==> config.mk <==
export PLATFORM = sky130hd
export DESIGN_NAME = imem_loader
export DESIGN_NICKNAME = d
export VERILOG_FILES = /design/src/rtl/imem_loader.sv
export SDC_FILE = /design/constraint.sdc
export NUM_CORES = 1
export LEC_CHECK = 0
export ABC_AREA = 1
export CAP_MARGIN = 30
export CORE_MARGIN = 1.5
export CORE_UTILIZATION = 45
export DETAILED_ROUTE_END_ITERATION = 8
export PLACE_DENSITY_LB_ADDON = 0.25
export SLEW_MARGIN = 20
export SYNTH_ARGS = -nofsm -noshare
export SYNTH_HDL_FRONTEND = slang
export SYNTH_SLANG_ARGS = --single-unit
export TNS_END_PERCENT = 20
==> constraint.sdc <==
create_clock -name il_clk -period 2.3 [get_ports il_clk]
set_clock_uncertainty 0.05 [all_clocks]
set_input_delay 0.345 -clock il_clk [delete_from_list [all_inputs] [get_ports il_clk]]
set_output_delay 0.345 -clock il_clk [all_outputs]
set_load 0.005 [all_outputs]
==> src/rtl/imem_loader.sv <==
// ============================================================================
// Module   : imem_loader
// Summary  : Boot-time byte-stream to instruction-memory word writer; holds the
//            core clock enable low until a clean load. Option: IL_CHECKSUM_EN.
// Revision : 1.0 - initial release
// ============================================================================
`default_nettype none

`ifndef IWIDTH
`define IWIDTH 32
`endif
`ifndef PC_WIDTH
`define PC_WIDTH 32
`endif

module imem_loader #(
    parameter int MAX_WORDS = 256
) (
    input  logic                 il_clk,
    input  logic                 il_rst,
    input  logic                 il_i_start,
    input  logic                 il_i_byte_valid,
    input  logic [7:0]           il_i_byte,
    input  logic                 il_i_byte_last,
    output logic                 il_o_byte_ready,
    output logic                 il_o_wr_en,
    output logic [`PC_WIDTH-1:0] il_o_wr_addr,
    output logic [`IWIDTH-1:0]   il_o_wr_data,
    output logic                 il_o_busy,
    output logic                 il_o_done,
    output logic                 il_o_err,
    output logic                 il_o_core_ce
);
    localparam int DW = `IWIDTH;
    localparam int AW = `PC_WIDTH;
    localparam int CW = $clog2(MAX_WORDS + 1);
    localparam logic [CW-1:0] c_max_words = CW'(MAX_WORDS);
    localparam logic [AW-1:0] c_addr_step = AW'(4);

    typedef enum logic [1:0] {
        S_IDLE  = 2'd0,
        S_RECV  = 2'd1,
        S_WRITE = 2'd2,
        S_DONE  = 2'd3
    } state_t;

    state_t          r_state;
    logic [AW-1:0]   r_addr;
    logic [1:0]      r_kidx;
    logic [DW-1:0]   r_buf;
    logic [CW-1:0]   r_word_cnt;
    logic            r_last_seen;
    logic            r_err;
    logic            r_done;
    logic            r_ce;
    logic            r_wr_en;

    logic            w_accept;
    logic            w_word_end;
    logic            w_room;

    assign w_accept = il_i_byte_valid && (r_state == S_RECV);
    assign w_room   = (r_word_cnt != c_max_words);

`ifdef IL_CHECKSUM_EN
    logic [7:0] r_sum;
    logic       w_csum_bad;

    // The last byte is the checksum and never lands in a word.
    assign w_word_end = w_accept && !il_i_byte_last && (r_kidx == 2'd3);
    assign w_csum_bad = (r_kidx != 2'd0) || (il_i_byte != r_sum);

    always_ff @(posedge il_clk or negedge il_rst) begin
        if (!il_rst) begin
            r_sum <= 8'd0;
        end else if ((r_state == S_IDLE || r_state == S_DONE) && il_i_start) begin
            r_sum <= 8'd0;
        end else if (w_accept && !il_i_byte_last) begin
            r_sum <= r_sum + il_i_byte;
        end
    end
`else
    assign w_word_end = w_accept && (il_i_byte_last || (r_kidx == 2'd3));
`endif

    always_ff @(posedge il_clk or negedge il_rst) begin
        if (!il_rst) begin
            r_state     <= S_IDLE;
            r_addr      <= '0;
            r_kidx      <= 2'd0;
            r_buf       <= '0;
            r_word_cnt  <= '0;
            r_last_seen <= 1'b0;
            r_err       <= 1'b0;
            r_done      <= 1'b0;
            r_ce        <= 1'b0;
            r_wr_en     <= 1'b0;
        end else begin
            r_wr_en <= 1'b0;
            case (r_state)
                S_IDLE, S_DONE: begin
                    if (il_i_start) begin
                        r_addr      <= '0;
                        r_kidx      <= 2'd0;
                        r_buf       <= '0;
                        r_word_cnt  <= '0;
                        r_last_seen <= 1'b0;
                        r_err       <= 1'b0;
                        r_done      <= 1'b0;
                        r_ce        <= 1'b0;
                        r_state     <= S_RECV;
                    end
                end
                S_RECV: begin
                    if (w_accept) begin
`ifdef IL_CHECKSUM_EN
                        if (il_i_byte_last) begin
                            r_err   <= r_err | w_csum_bad;
                            r_ce    <= !(r_err | w_csum_bad);
                            r_done  <= 1'b1;
                            r_state <= S_DONE;
                        end else begin
                            r_buf[{r_kidx, 3'b000} +: 8] <= il_i_byte;
                            r_kidx <= r_kidx + 2'd1;
                        end
`else
                        r_buf[{r_kidx, 3'b000} +: 8] <= il_i_byte;
                        r_kidx      <= r_kidx + 2'd1;
                        r_last_seen <= il_i_byte_last;
                        if (il_i_byte_last && (r_kidx != 2'd3)) begin
                            r_err <= 1'b1;
                        end
`endif
                        // Words past capacity still pass through WRITE, but unstrobed.
                        if (w_word_end) begin
                            r_state <= S_WRITE;
                            r_wr_en <= w_room;
                            if (!w_room) begin
                                r_err <= 1'b1;
                            end
                        end
                    end
                end
                S_WRITE: begin
                    r_buf  <= '0;
                    r_kidx <= 2'd0;
                    if (r_wr_en) begin
                        r_addr     <= r_addr + c_addr_step;
                        r_word_cnt <= r_word_cnt + CW'(1);
                    end
                    if (r_last_seen) begin
                        r_done  <= 1'b1;
                        r_ce    <= !r_err;
                        r_state <= S_DONE;
                    end else begin
                        r_state <= S_RECV;
                    end
                end
                default: r_state <= S_IDLE;
            endcase
        end
    end

    assign il_o_byte_ready = (r_state == S_RECV);
    assign il_o_busy       = (r_state == S_RECV) || (r_state == S_WRITE);
    assign il_o_wr_en      = r_wr_en;
    assign il_o_wr_addr    = r_addr;
    assign il_o_wr_data    = r_buf;
    assign il_o_done       = r_done;
    assign il_o_err        = r_err;
    assign il_o_core_ce    = r_ce;

endmodule

`default_nettype wire

# Word level (Yosys, flattened, before mapping)
# Index checks and enable logic that the tools add are counted.
# classes
n_eq_ne	11
shifts	2
addsub	4
muxes	32
n_reduce_logical	15
# ops
cell	n
$mux 32	3
$pmux 32 s3	1
$pmux 32 s2	1
$add 32x3->32 const B	1
$bwmux 32	1
$shift 8x7->32 const A	1
$shiftx 8x7->32	1
$mux 9	2
$pmux 9 s2	1
$mux 2	6
$pmux 2 s3	2
$reduce_and 3->1	4
$mux 1	11
$add 9x1->9 const B	1
$ne 9x9->1 const B	1
$ne 2x2->1 const B	4
$pmux 1 s2	4
$neg 5->7	1
$eq 2x2->1 const B	3
$ne 2x1->1 const B	2
$reduce_bool 2->1	2
$logic_and 1x1->1	3
$add 2x1->2 const B	1
$eq 2x1->1 const B	1
5 further kinds	6
# totals
inputBits	13
ff_bits	82

# Longest topological paths before layout
# depth
ltp_word	7
ltp_mapped	12
ltp_nobuf	11

# Worst setup path after synthesis
# OpenSTA, ideal clock, no wires.
# synth_timing
kind	register -> register
from	register r_state[0]
to	register r_buf[27] (netlist: il_o_wr_data[27])
setup_time_ns	0.125
n_path_buf	0
stages_incl_launch_ff	7
slack_ns	0.519
arrival_ns	1.606
period_less_slack_ns	1.781
t_required_ns	2.125
cell_sequence	dfrtp_1 > inv_1 > ha_1 > nand2_1 > nand2_4 > nor2_2 > mux2_2
# synth_via
elab_chain_cells	4
# synth_rtl
item	line_no	rtl
start, declared	47	state_t r_state;
start signal, assigned	88	r_state <= S_IDLE;
start signal, assigned	111	r_state <= S_RECV;
start signal, assigned	136	r_state <= S_WRITE;
$eq 2x2->1 (tied with other cells)	100	case (r_state)
$reduce_or 2->1 or $logic_and 1x1->1 (tied branches)	100, 62	
$ne 2x2->1 (no source line) or $ne 2x1->1 (tied branches)	-	
$reduce_and 2->1 (no source line)	-	
end signal, assigned by index	127	r_buf[{r_kidx, 3'b000} +: 8] <= il_i_byte;
end, declared	50	logic [DW-1:0] r_buf;
# Parallel ways exist; a longest one is shown, timed or not.
# A chain may end at the register's enable or synchronous reset.

# Worst setup path after layout
# layout_timing
from	register r_state[0]
to	output port il_o_busy
# layout_via
elab_chain_cells	2
# layout_rtl
item	line_no	rtl
$eq 2x1->1 or $eq 2x2->1 (tied branches)	165	assign il_o_busy = (r_state == S_RECV) || (r_state == S_WRITE);
$logic_or 1x1->1 (*)	165	
end, declared	29	output logic il_o_busy,
# Every way passes the cells marked *; elsewhere a longest branch is shown, timed or not.

==> out/qor.txt <==
DIE WIDTH: 101 um
status: finished clean
pwr dens: 876 nW/um2
CP Capture Type: output pin
Layout Nets: 685
critical path class: register to output pin
simple-gate share of the synthesized area: 0.295
min cycle time layout: 2170 ps
Hold WC Path Type: register to register
height of the die: 101 um
ANT cells: 0
Mapped Area: 4350 um2
required time worst endpoint: 1900 ps
die area: 10300 um2
Mean Syn Cell Area: 7.57 um2
fmax: 461 MHz
drc violations: 0
CTS clk-pin slew, worst paths: 90 ps
largest family of logic cells by synthesized area: simple AND/OR/NAND/NOR gates
Max Cap Violations: 0
fin. max-slew vios: 0
core area: 9330 um2
crit start category: register
FF+latch count, synth: 80
initial antenna violation count: 0
CP max FO: 4
total CTS buffers: 9
Sum Neg Setup Slack: 0 ps
post-CTS setup buffer count: 0
largest net degree at the start of global routing: 45
mux contribution to synthesized area: 0.0103
1st-iter DRT viols: 194
routed vias: 4039
H-tree level count: 3
final antenna-violating net count: 0
RSZ-0062 raised after global routing: no
Leak Pwr: 2.51 nW
Mapped Cells: 575
post-synthesis sequential area ratio: 0.460
# setup viols final: 0
fill cell count: 846
Fin. Hold Viols: 0
Slew Limit Headroom: 0.651
placed wire-length estimate after detailed placement: 8080 um
post-synth cell types: 31
Clock Latency Late Sink: 350 ps
Worst EP arrival: 1770 ps
vias in the first global route: 3801
xor and xnor fraction of the mapped netlist area: 0
Compound-Gate Fraction of Synth Area: 0.105
CTS tree: built
overall power: 0.00486 W
Layout area overhead: 27.5%
via density per instance: 5.08
first-pass GRT wire length: 18600 um
DR WL/cell: 13.6 um
GRT Total Usage: 0.230
CTS root buf: clkbuf_8
Remaining Overflow, GRT: 0
yosys warns: 0
Synth Area in Adders: 0.0316
Ports: 83
layout cells sized above 1: 0.0691
Site Rows: 35
Max VDD drop: 582 uV
Initial Util: 0.467
port buffer count: 80
First-pass DRT Iterations: 5
Post-Route WL: 10800 um
CTS Sinks: 80
worst-margin pin slew: 524 ps
clock buffer depth: 2
GPL Wtd Cong: 0.933
final critical-path share of the clock period: 0.942
placed cells by master (no fill, tap or decap), types with 2 or more instances in the layout:
master | netlist | layout
inv_2 | 2 | 2
nand2_1 | 126 | 126
dfrtp_1 | 80 | 80
clkdlybuf4s50_1 | 0 | 79
ha_1 | 11 | 10
o21ai_0 | 53 | 53
mux2_2 | 4 | 4
inv_1 | 86 | 86
o21bai_1 | 3 | 3
clkbuf_8 | 0 | 10
nor2_1 | 79 | 79
nor2_4 | 4 | 4
bufinv_16 | 0 | 3
nor2_2 | 4 | 4
nand2_4 | 2 | 2
nand3_1 | 49 | 49
o31ai_1 | 2 | 2
a21oi_1 | 23 | 23
buf_4 | 4 | 7
nor3_1 | 12 | 12
conb_1 | 1 | 2
nand4_1 | 11 | 11
routing by layer:
layer	wire [um]	GRT usage	vias to the layer above
met3	565	0.0304	8
met5	0	0	-
li1	-	-	2000
met1	5240	0.341	1901
met4	91	0.0737	0
met2	4950	0.352	130
metrics by stage:
step	cell area, um2	instances	worst slack [ps]	hold slack (ps)	util
after floorplan	4360	576	519	-0.591	-
after global placement	5290	778	134	306	0.567
after detailed placement	5290	778	77.0	312	0.567
after CTS	5550	795	95.8	440	0.595
after global routing	5550	795	6.91	456	0.595
final	5550	795	133	433	0.595
logic make-up (layout without fill, tap and decap cells):
kind of cell / count (synthesis) / count (layout)
other cells: 1 / 2
fa+ha+maj: 11 / 11
compound gates: 85 / 85
flops: 80 / 80
mux: 4 / 4
buf+inv: 102 / 192
simple gates: 292 / 292
power breakdown:
part	switching, W	internal (W)
Combinational	0.00119	0.000683
Clock	0.000548	0.000757
Sequential	0.000119	0.00157
Total	0.00185	0.00301
synth_stat cells:
cell        n  area [um2]
nand3_2     1        10.0
nor2_2      4        25.0
nand3_1    49         245
buf_2       4        20.0
o21ai_2     1        8.76
inv_2       2        7.51
nand3_4     1        17.5
a21oi_1    23         115
buf_6       3        33.8
ha_1       11         138
a21oi_4     1        16.3
nor3b_1     1        7.51
o21bai_1    3        22.5
o22ai_1     1        6.26
mux2_2      4        45.0
buf_4       4        30.0
nor3_1     12        60.1
dfrtp_1    80        2000
and2_1      1        6.26
o21ai_0    53         265
inv_1      86         323
nand2_4     2        22.5
nor2_1     79         297
clkbuf_1    3        11.3
nand2_2     1        6.26
nand4_1    11        68.8
o31ai_1     2        15.0
nand2_1   126         473
conb_1      1        3.75
a21boi_0    1        7.51
nor2_4      4        45.0
path summary, 6_finish.rpt:
kind                                           endpoint                 startpoint  slack, ps  depth (start not counted)
max reg2reg                il_o_wr_addr[24]$_DFFE_PN0P_     r_state[0]$_DFFE_PN0P_        200                         10
min reg2reg                   r_word_cnt[6]$_DFFE_PN0P_  r_word_cnt[6]$_DFFE_PN0P_        430                          1
max in group asynchronous   il_o_wr_data[5]$_DFFE_PN0P_                     il_rst       1150                          3
max                                           il_o_busy     r_state[0]$_DFFE_PN0P_        130                          4
min                           r_word_cnt[6]$_DFFE_PN0P_  r_word_cnt[6]$_DFFE_PN0P_        430                          1
min in group asynchronous   il_o_wr_addr[2]$_DFFE_PN0P_                     il_rst        450                          2
worst max-delay path, cell delays in order (launching register included):
cell	delay, ps
dfrtp_1	390
inv_1	80
ha_2	300
inv_1	140
clkdlybuf4s50_1	520
cell type report:
type | instances | area (um2) | area share
clock inverters | 6 | 115 | 0.0207
repair buffers | 88 | 873 | 0.157
flip-flops and latches | 80 | 2000 | 0.361
well taps | 129 | 161 | 0.0291
inverters | 88 | 330 | 0.0595
clock buffers | 10 | 138 | 0.0248
multi-input cells | 394 | 1930 | 0.348
sequential cells by signal (all words and copies together) (netlist names):
signal,flops
il_o_wr_data,32
il_o_wr_addr,30
r_word_cnt,9
r_kidx,2
r_state,2
il_o_core_ce,1
il_o_done,1
il_o_err,1
il_o_wr_en,1
r_last_seen,1
what timing repair did:
action	in CTS	in global routing
resized for setup	0	1
hold buffers	1	0
endpoints found under the setup margin	0	1
endpoints found under the hold margin	36	0
No activity file was read; power rests on OpenSTA's default activity.
==> edit, RTL diff (config.mk and constraints unchanged) <==
Set the macro `PC_WIDTH` to 64 (it was 32).
--- a/src/rtl/imem_loader.sv
+++ b/src/rtl/imem_loader.sv
@@ -11,5 +11,5 @@
 `endif
 `ifndef PC_WIDTH
-`define PC_WIDTH 32
+`define PC_WIDTH 64
 `endif
 
Ports: changed (resized il_o_wr_addr); port bits go from 83 to 115. No check against the original RTL was run, so the function may have changed too.
==> edit against the original RTL <==
Wire length is 65% higher. Maximum frequency is 0.92% lower. Worst setup slack worse by 0.020 ns. Cell area is 46% higher. Sequential cell count is 32 higher. Critical path depth is 7 higher. Core utilization is 0.66 points lower. Register-to-register slack worse by 0.09 ns. Synthesized area is 45% higher. Power is 27% higher.
==> edit: results (changes against the original RTL) <==
[global_routing]
grt_util_met2_pct=39.9  ; +4.7 points
grt_util_met1_pct=33.1  ; -0.94 points
grt_pass1_vias=5873  ; +55%
grt_usage_pct=24.8  ; +1.7 points
grt_use_met3_pct=4.23  ; +1.2 points

[die]
dieWidth_um=122  ; +20%

[worst_setup_path]
rr_endpoint=il_o_wr_addr[58]$_DFFE_PN0P_
critical_path_class=reg2reg
critPathMaxFanout=6  ; +2
r2r_cells=11  ; +1
rrSetupSlack_ns=0.11  ; -0.09 ns
arrival_ns=2.39  ; +0.62 ns
endpoint=il_o_wr_addr[58]$_DFFE_PN0P_

[drt]
via_count=6337  ; +57%
dr.pass1.iters=6  ; +1
drt_wl_total_um=17900  ; +65%
initialDrtViolationCount=450  ; +130%

[synth]
ys_seq_area_share_pct=44.3  ; -1.6 points
syn-instance-count=897  ; +56%
synth_common_cells=nand2_1, nor2_1, dfrtp_1
ys_ff_latch=112  ; +40%
synthTopCellsByArea=dfrtp_1, nand2_1, nor2_1, inv_1, o21ai_0

[final_layout]
area_growth_pct=28.3
bufAreaShareNonClock_pct=16.0  ; +0.32 points
multi_input_gates=661  ; +68%
seqCellArea_mm2=0.00280  ; +40%
n_all_inverters=109  ; +24%
fill_cells=1289  ; +52%
largest_register_ffs=62  ; +94%
drive_gt1_share_pct=6.42  ; -0.49 points
multi_input_area_share_pct=37.9  ; +3.1 points
clk_share_pct=3.66  ; -0.89 points

[sta]
whs_ns=0.445  ; +0.0116 ns
fmax_mhz=457  ; -0.92%
tightest_slew_ns=0.525  ; +0.00132 ns

[placement]
pre_cts_ws_ns=0.0273  ; -0.0498 ns
place_area_mm2=0.00774  ; +46%
placed_cells=1188  ; +53%
gp_congestion=0.982  ; +5.2%
portBuffers=112  ; +40%

[worst_hold_path]
min-delay-start=il_o_wr_data[30]$_DFFE_PN0P_
min_to=il_o_wr_data[30]$_DFFE_PN0P_
whs_path_depth=2  ; +1

[pwr]
leakagePower_nw=3.39  ; +35%
ir_drop_mv=0.682  ; +17%

[clocking]
cts-root-buf=clkbuf_16

[run_status]
outcome=complete, no violations

edit: cell count changes after synthesis, moves of 6 or more:
cell     unedited run  this run
a21oi_1            23        45
dfrtp_1            80       112
inv_1              86       107
nand2_1           126       233
nand4_1            11        23
nor2_1             79       171
nor2_2              4        10
o22ai_1             1        17
edit: kinds of logic (layout without fill, tap and decap cells):
| group | Yosys count | after routing | share of synthesized area, % |
|---|---|---|---|
| AOI/OAI and AO/OA | 123 | 123 | 10.2 |
| adders and majority gates | 11 | 11 | 2.18 |
| buffers and inverters | 126 | 255 | 7.86 |
| DFF | 112 | 112 | 44.3 |
| other | 1 | 2 | 0.0593 |
| and+or+nand+nor | 524 | 525 | 35.3 |
edit: where the power goes:
part	switching, mW	internal [mW]
clock network	0.770	0.846
logic	1.54	0.831
registers	0.0978	2.10
total	2.41	3.78
edit: per-layer routing:
| layer | wire length (um) | vias up |
|---|---|---|
| met1 | 7910 | 2950 |
| met2 | 8310 | 226 |
| met4 | 528 | 0 |
| met5 | 0 | - |
| li1 | - | 3127 |
| met3 | 1120 | 34 |
edit: repair_timing:
| action | CTS | global route |
|---|---|---|
| hold buffers | 1 | 0 |
| endpoints found under the setup margin | 0 | 15 |
| endpoints found under the hold margin | 35 | 0 |
| resized for setup | 0 | 9 |
| buffers inserted | 0 | 2 |
edit: worst max-delay path, stage by stage, from the launching register on:
cell	delay (ns)
dfrtp_1	0.40
inv_1	0.07
ha_2	0.37
inv_2	0.07
nand2_2	0.14
nand3_4	0.19
nor2_4	0.17
nand2_2	0.12
nor2_2	0.23
nand3_1	0.12
nand2_1	0.09
nor2_1	0.04
